===== src/rtl/sram256x8_arbiter.sv =====
`timescale 1ns / 1ps
`default_nettype none
// ============================================================================
//  Module      : sram256x8_arbiter
//  Description : Controller and two-port arbiter for one single-port 256x8
//                SRAM macro. After reset it writes INIT_VALUE to every word,
//                then shares the macro between two valid/ready requesters
//                using round-robin or fixed-priority arbitration. Read data
//                returns with a fixed latency of one cycle.
//  Revision    : 1.0 - initial release
// ============================================================================
module sram256x8_arbiter #(
  parameter int                ADDR_W     = 8,
  parameter int                DATA_W     = 8,
  parameter int                INIT_EN    = 1,
  parameter logic [DATA_W-1:0] INIT_VALUE = '0,
  parameter int                RR_EN      = 1,
  parameter int                CNT_W      = 16
) (
  input  logic                clock,
  input  logic                reset_n,
  input  logic [1:0]          req_valid,
  output logic [1:0]          req_ready,
  input  logic [1:0]          req_write,
  input  logic [2*ADDR_W-1:0] req_addr,
  input  logic [2*DATA_W-1:0] req_wdata,
  output logic [1:0]          resp_valid,
  output logic [DATA_W-1:0]   resp_rdata,
  output logic                init_done,
  output logic [CNT_W-1:0]    conflict_cnt,
  output logic [ADDR_W-1:0]   sram_A,
  output logic [DATA_W-1:0]   sram_I,
  input  logic [DATA_W-1:0]   sram_O,
  output logic                sram_CSB,
  output logic                sram_WEB,
  output logic                sram_OEB
);

  localparam int c_DEPTH = 2 ** ADDR_W;

  typedef enum logic [0:0] {
    ST_INIT = 1'b0,
    ST_RUN  = 1'b1
  } state_t;

  localparam state_t c_RESET_STATE = (INIT_EN != 0) ? ST_INIT : ST_RUN;

  state_t              r_state;
  state_t              w_state_nxt;
  logic [ADDR_W-1:0]   r_init_cnt;
  logic                r_rr_ptr;
  logic [1:0]          r_resp_valid;
  logic [CNT_W-1:0]    r_conflict_cnt;
  logic [ADDR_W-1:0]   r_a_hold;
  logic [DATA_W-1:0]   r_i_hold;

  logic [1:0]          w_grant;
  logic                w_gsel;
  logic                w_init_last;
  logic                w_csb;
  logic                w_web;
  logic                w_oeb;
  logic [ADDR_W-1:0]   w_a;
  logic [DATA_W-1:0]   w_i;

  assign w_init_last = (r_init_cnt == ADDR_W'(c_DEPTH - 1));

  // State register and sweep address counter
  always_ff @(posedge clock or negedge reset_n) begin
    if (!reset_n) begin
      r_state    <= c_RESET_STATE;
      r_init_cnt <= '0;
    end else begin
      r_state <= w_state_nxt;
      if (r_state == ST_INIT) begin
        r_init_cnt <= r_init_cnt + 1'b1;
      end
    end
  end

  // Next state, arbitration and macro drive; idle keeps A/I at the last driven value
  always_comb begin
    w_state_nxt = r_state;
    w_grant     = 2'b00;
    w_gsel      = 1'b0;
    w_csb       = 1'b1;
    w_web       = 1'b1;
    w_oeb       = 1'b1;
    w_a         = r_a_hold;
    w_i         = r_i_hold;
    case (r_state)
      ST_INIT: begin
        w_csb = 1'b0;
        w_web = 1'b0;
        w_a   = r_init_cnt;
        w_i   = INIT_VALUE;
        if (w_init_last) begin
          w_state_nxt = ST_RUN;
        end
      end
      ST_RUN: begin
        if (req_valid == 2'b11) begin
          w_gsel  = (RR_EN != 0) ? r_rr_ptr : 1'b0;
          w_grant = w_gsel ? 2'b10 : 2'b01;
        end else if (req_valid[0]) begin
          w_gsel  = 1'b0;
          w_grant = 2'b01;
        end else if (req_valid[1]) begin
          w_gsel  = 1'b1;
          w_grant = 2'b10;
        end
        if (w_grant != 2'b00) begin
          w_csb = 1'b0;
          w_a   = w_gsel ? req_addr[2*ADDR_W-1:ADDR_W]  : req_addr[ADDR_W-1:0];
          w_i   = w_gsel ? req_wdata[2*DATA_W-1:DATA_W] : req_wdata[DATA_W-1:0];
          w_web = ~req_write[w_gsel];
          w_oeb =  req_write[w_gsel];
        end
      end
      default: begin
        w_state_nxt = c_RESET_STATE;
      end
    endcase
  end

  // Round-robin pointer, read-response strobe and held macro address/data
  always_ff @(posedge clock or negedge reset_n) begin
    if (!reset_n) begin
      r_rr_ptr     <= 1'b0;
      r_resp_valid <= 2'b00;
      r_a_hold     <= '0;
      r_i_hold     <= '0;
    end else begin
      if (w_grant != 2'b00) begin
        r_rr_ptr <= ~w_gsel;
      end
      r_resp_valid <= w_grant & ~req_write;
      r_a_hold     <= w_a;
      r_i_hold     <= w_i;
    end
  end

  // Saturating count of RUN cycles where both ports request
  always_ff @(posedge clock or negedge reset_n) begin
    if (!reset_n) begin
      r_conflict_cnt <= '0;
    end else if ((r_state == ST_RUN) && (req_valid == 2'b11) &&
                 (r_conflict_cnt != {CNT_W{1'b1}})) begin
      r_conflict_cnt <= r_conflict_cnt + 1'b1;
    end
  end

  // Controls are forced inactive while reset is asserted, without waiting for a clock
  assign req_ready    = w_grant & {2{reset_n}};
  assign sram_CSB     = w_csb | ~reset_n;
  assign sram_WEB     = w_web | ~reset_n;
  assign sram_OEB     = w_oeb | ~reset_n;
  assign sram_A       = w_a;
  assign sram_I       = w_i;
  assign resp_valid   = r_resp_valid;
  assign resp_rdata   = sram_O;
  assign init_done    = (r_state == ST_RUN);
  assign conflict_cnt = r_conflict_cnt;

endmodule
`default_nettype wire


===== config.mk =====
export PLATFORM = sky130hd
export DESIGN_NAME = sram256x8_arbiter
export DESIGN_NICKNAME = d
export VERILOG_FILES = /design/src/rtl/sram256x8_arbiter.sv
export SDC_FILE = /design/constraint.sdc
export NUM_CORES = 1
export LEC_CHECK = 0
export ABC_AREA = 1
export CAP_MARGIN = 40
export CORE_MARGIN = 2
export CORE_UTILIZATION = 40
export CTS_BUF_LIST = sky130_fd_sc_hd__clkbuf_4
export CTS_CLUSTER_SIZE = 30
export DETAILED_ROUTE_END_ITERATION = 10
export GPL_ROUTABILITY_DRIVEN = 0
export HOLD_SLACK_MARGIN = 0.05
export PLACE_DENSITY = 0.76
export SYNTH_ARGS = -nofsm -noshare
export SYNTH_HDL_FRONTEND = slang
export SYNTH_SLANG_ARGS = --single-unit

===== constraint.sdc =====
create_clock -name clock -period 1.65 [get_ports clock]
set_input_delay 0.33 -clock clock [delete_from_list [all_inputs] [get_ports clock]]
set_output_delay 0.33 -clock clock [all_outputs]
set_load 0.03 [all_outputs]

==> results.yml, run 1 <==
detailed_routing:
  antenna_left: 0
  firstDrtPassIters: 4
  wl_per_cell_um: 15.9
  vias: 2720
  wl_um: 8480
  drt_iter0_markers: 143
  vias_per_cell: 5.11
  drc: 0
sta:
  post-route-period-util_pct: 128
  hold_viol: 0
  rsz0062_at_grt: "true"
  finalWorstSetupSlack_ns: -0.468
  worstMarginPinSlew_ns: 0.480
  relSlewSlack_pct: 68.0
  slew_violations: 0
  fin_skew_ns: 0.0173
  setup_viol: 22
  fmax_mhz: 472
  finalCriticalPeriod_ns: 2.12
synth:
  synth-seq-area-share_pct: 43.7
  synth_common_cells: "nand2_1 (114), dfrtp_1 (44), inv_1 (34)"
  synth_top_area_cell: "dfrtp_1"
  synthFlopType: "dfrtp_1"
  synth.most_common_cell: "nand2_1"
  synth_seq_cells: 44
  synth_fp_nets: 383
  synth_area_um2: 2520
  syn_inst: 335
  synthArstFlopShare_pct: 100
  yosys.area.top_type_share_pct: 43.7
  syn_avg_cell_area_um2: 7.52
  synth_area_leaders: "dfrtp_1 (44%), nand2_1 (17%), inv_1 (5.1%), nor2_1 (4.5%), nand3_1 (4.4%)"
  ys_types: 26
  synth_edf_count: 0
  synth_warnings: 0
critical_path:
  endpoint_kind: "output port"
  r2r-start: "r_rr_ptr"
  startpoint: "r_rr_ptr"
  worstPathMaxFanout: 6
  path_cells: "inv_2 -> nand2_2 -> nand2_4 -> buf_6 -> inv_6 -> buf_16 -> nand2_4 -> nand3_2 -> o211ai_1 -> inv_1 -> buf_6"
  startpoint_type: "flop"
  path_buf_inv: 6
  critical-path-top-delay-family: "buffers and inverters"
  crit_type: "reg -> out"
  worstPathArrival_ns: 1.79
  slowest_delay_ns: 0.42
  worstPathRequired_ns: 1.32
  critPathSlowestCell: "dfrtp_1"
status:
  status: "finished with violations"
  violations: "negative setup slack"
min_path:
  hold_class: "in -> async"
final_layout:
  final_util_pct: 69.3
  num_antenna_cells: 0
  syn2layout_area_growth_pct: 64.7
  layout.nets: 504
  drive_above_1_share_pct: 31.5
power_and_ir_drop:
  leakage_nw: 2.14
  total_power_mw: 1.97
  power_density_nw_per_um2: 474
  ir_drop_uv: 367
cts:
  clk_latency_ns: 0.36
  numCtsBuffers: 5
  clock-sinks: 44
  clockBufferDepth: 2
  cts_htree_levels: 2
  cts_root_buf: "clkbuf_4"
  cts_tree: "built"
  path_clk_slew_ns: 0.14
flow_run:
  cap_violations: 0
place:
  dp_hpwl_um: 4930
  io_buffers: 77
die:
  std_cell_rows: 28
  core-area_um2: 5990
  io-pin-count: 94
  fp.dieW_um: 83.4
  initial_core_util_pct: 42.1
  die_area_um2: 6950
  fp.dieH_um: 83.4
grt:
  grt_max_degree: 38
  gr-total-overflow: 0
  grt_first_pass_wirelength_um: 12100
  antenna_found_initial: 0
  gr-usage-all-layers_pct: 21.3
  grt_pass1_vias: 2551
==> state kept, by name, indices dropped and copies added, names as in the netlist <==
register / count
r_rr_ptr: 1
r_a_hold: 8
resp_valid: 2
r_init_cnt: 8
r_i_hold: 8
init_done: 1
conflict_cnt: 16
==> tightest hold or removal path: cells and delay by family <==
| family | cells | cell delay, ns |
|---|---|---|
| buffers and inverters | 3 | 0.66 |
==> per-layer routing <==
layer,share of wire [%],vias up,track usage (%)
li1,-,1301,-
met1,38,1279,26.9
met2,52,120,37.2
met3,7.3,20,5.27
met4,2.4,0,4.02
met5,0,-,0
==> kinds of logic after synthesis <==
family,count (synthesis),synth area share (%)
and+or+nand+nor,187,32.0
buffers and inverters,53,10.1
DFF,44,43.7
AOI/OAI and AO/OA,34,7.99
xor gates and xnor gates,15,5.21
adders and majority gates,2,0.993
==> layout by cell type (no fill, tap or decap), drive strengths merged, types with 11 or more instances in the layout <==
master	synthesis	routed
nand3	23	23
clkdlybuf4s50	0	34
nor2	33	33
nand2	118	118
o211ai	11	11
o21ai	12	12
dlygate4sd2	0	18
inv	35	35
dfrtp	44	44
buf	16	75
==> path summary, 6_finish.rpt <==
| check | to | slack (ns) | cells after the start |
|---|---|---|---|
| min reg2reg | r_init_cnt[7] | 0.54 | 1 |
| min | conflict_cnt[9] | 0.18 | 3 |
| max reg2reg | r_i_hold[4] | 0.03 | 12 |
| min in group clock | resp_valid[0] | 0.52 | 2 |
| max | sram_I[5] | -0.47 | 11 |
| max in group asynchronous | resp_valid[1] | 0.76 | 3 |
==> layout make-up <==
cell class / count / area (um2)
Inverter: 35 / 141
Multi-Input combinational cell: 238 / 1410
Sequential cell: 44 / 1100
Clock buffer: 5 / 37.5
Fill cell: 422 / 1840
Timing Repair Buffer: 132 / 1350
Clock inverter: 3 / 18.8
Tap cell: 75 / 93.8
==> where the power goes <==
group	switching, mW	internal, mW	leakage (nW)
clock network	0.372	0.161	0.0249
registers	0.00104	1.08	0.587
logic	0.168	0.185	1.53
==> timing repair <==
action / in CTS / in global routing
gates resized for setup: 104 / 22
hold endpoints to repair: 7 / 0
hold buffers: 1 / 0
gates cloned: 4 / 1
pin swaps: 14 / 9
buffers inserted: 10 / 13
setup endpoints to repair: 39 / 38
==> per-stage QoR <==
step                      cells  setup TNS, ns  hold WS (ns)  setup slack (ns)  instance area, um2
after global placement      497         -13.97         0.327            -0.691                3500
after detailed placement    497         -15.38         0.317            -0.739                3500
final                       532          -7.64         0.184            -0.468                4150
after global routing        532          -9.50         0.216            -0.558                4150
after floorplan             335         -0.118        0.0344           -0.0694                2590
after CTS                   519          -7.19         0.164            -0.420                3970
No activity file was read; power rests on OpenSTA's default activity.
==> run 2: changes to the inputs <==
--- a/config.mk
+++ b/config.mk
@@ -8,13 +8,12 @@
 export ABC_AREA = 1
 export CAP_MARGIN = 40
 export CORE_MARGIN = 2
-export CORE_UTILIZATION = 40
-export CTS_BUF_LIST = sky130_fd_sc_hd__clkbuf_4
+export CORE_UTILIZATION = 45
 export CTS_CLUSTER_SIZE = 30
 export DETAILED_ROUTE_END_ITERATION = 10
 export GPL_ROUTABILITY_DRIVEN = 0
 export HOLD_SLACK_MARGIN = 0.05
-export PLACE_DENSITY = 0.76
+export PLACE_DENSITY = 0.84
 export SYNTH_ARGS = -nofsm -noshare
 export SYNTH_HDL_FRONTEND = slang
 export SYNTH_SLANG_ARGS = --single-unit
==> run 2 against run 1 <==
  * The flow still finishes with violations (negative setup slack)
  * Design area shrank 3.9%
  * Count of clock-buffer cells in the layout is the same
  * First-iteration DRC count grew 78%
  * Sequential share of layout area grew 1.1 points
  * Combinational power shrank 5%
  * Sequential power is essentially flat
  * Final cell count shrank 3.2%
  * Global-route usage grew 3.5 points
  * Worst setup slack lost 0.17 ns
  * Sequential cell count is the same
  * Critical path depth is the same
  * Largest power group unchanged
==> results.yml, run 2 (synthesized netlist as in run 1, its figures left out) <==
status:
  status: "finished with violations"
  violations: "negative setup slack"
sta:
  rsz0062_at_grt: "true"
  hold_viol: 0
  fin_skew_ns: 0.00754
  setup_viol: 21
  relSlewSlack_pct: 69.6
  slew_violations: 0
  worstMarginPinSlew_ns: 0.456
  fmax_mhz: 437
  finalCriticalPeriod_ns: 2.29
  finalWorstSetupSlack_ns: -0.637
  post-route-period-util_pct: 139
critical_path:
  endpoint_kind: "output port"
  crit_type: "reg -> out"
  r2r-start: "r_rr_ptr"
  r2r-end: "r_i_hold[6]"
  r2r_cells: 11
  r2r_setup_slack_ns: -0.10
  worstPathRequired_ns: 1.32
  startpoint_type: "flop"
  worstPathArrival_ns: 1.96
  worstPathMaxFanout: 6
grt:
  gr-usage-all-layers_pct: 24.8
  grt_pass1_vias: 2595
  grt_first_pass_wirelength_um: 11900
  grt_max_degree: 37
  antenna_found_initial: 0
  gr-total-overflow: 0
detailed_routing:
  vias: 2815
  drc: 0
  antenna_left: 0
  firstDrtPassIters: 4
  wl_um: 8900
  drt_iter0_markers: 254
  vias_per_cell: 5.47
  wl_per_cell_um: 17.3
final_layout:
  syn2layout_area_growth_pct: 58.2
  drive_above_1_share_pct: 26.0
  final_common_cell: "nand2_1"
  area.sequential_um2: 1100
  largest_reg_flops: 16
  multi_input_area_um2: 1300
  final_util_pct: 72.8
  layout_common_cells: "nand2_1 (107), dfrtp_1 (42), clkdlybuf4s50_1 (34), buf_4 (31), inv_1 (30)"
  num_antenna_cells: 0
  nFillCells: 399
  stdcell_area_um2: 3990
  layout.nets: 491
die:
  fp.dieH_um: 78.8
  fp.dieW_um: 78.8
  std_cell_rows: 27
  die_area_um2: 6210
  core-area_um2: 5470
  io-pin-count: 94
  initial_core_util_pct: 46.0
power_and_ir_drop:
  ir_drop_uv: 423
  leakage_nw: 2.09
  power_density_nw_per_um2: 600
cts:
  clockBufferDepth: 2
  path_clk_slew_ns: 0.08
  cts_tree: "built"
  clock-sinks: 44
  clk_latency_ns: 0.30
  cts_htree_levels: 2
  numCtsBuffers: 5
  cts_root_buf: "clkbuf_8"
place:
  postPlaceCellArea_um2: 3450
  io_buffers: 77
  dp_hpwl_um: 5020
flow_run:
  cap_violations: 0
min_path:
  hold_class: "in -> async"
## run 2: area by class of cell
| class | instances | area share (%) |
|---|---|---|
| flip-flops and latches | 44 | 27.7 |
| clock inverters | 2 | 1.51 |
| inverters | 35 | 3.55 |
| multi-input cells | 238 | 32.6 |
| well taps | 72 | 2.26 |
| clock buffers | 5 | 1.73 |
| repair buffers | 119 | 30.6 |
## run 2: worst max path at each step
stage	cells after the start	to	startpoint
global route	11	sram_I[6]	r_rr_ptr
floorplan	3	req_ready[1]	init_done
finish	11	sram_I[6]	r_rr_ptr
detailed placement	7	sram_WEB	req_valid[1]
global placement	7	sram_WEB	req_valid[1]
CTS	8	sram_A[7]	r_rr_ptr
## run 2: power by group
| part | internal, mW | switching [mW] |
|---|---|---|
| Clock | 0.596 | 0.380 |
| Sequential | 1.08 | 0.00117 |
| Combinational | 0.177 | 0.157 |
| Total | 1.85 | 0.539 |
## run 2: worst max-delay path: stages, from the launching register on
cell	delay (ns)
dfrtp_1	0.41
inv_2	0.07
nand2_2	0.07
nand2_4	0.09
buf_6	0.13
inv_6	0.05
buf_16	0.13
nand2_1	0.08
nand3_1	0.16
o211ai_1	0.16
inv_1	0.14
buf_6	0.17
## run 2: metrics by stage
stage	setup slack, ns	instances	hold WS (ns)	TNS, ns	total power [mW]
floorplan	-0.0694	335	0.0344	-0.118	1.22
global placement	-0.705	488	0.325	-15.06	1.33
detailed placement	-0.761	488	0.315	-16.61	1.34
CTS	-0.338	505	0.256	-5.43	2.34
global route	-0.692	515	0.271	-8.64	2.47
finish	-0.637	515	0.252	-7.52	2.39
## run 2: what timing repair did
action | 4_1_cts | 5_1_grt
hold endpoints to repair | 8 | 0
resized for setup | 56 | 33
setup buffers | 6 | 8
hold buffers | 1 | 0
setup endpoints to repair | 37 | 24
pin swaps | 10 | 6
gates cloned | 3 | 2
## run 2: per-layer routing
layer  GRT usage [%]  routed length (um)
met3            6.59                 730
met4            11.6                 499
met1            27.9                3200
met5               0                   0
met2            43.9                4470
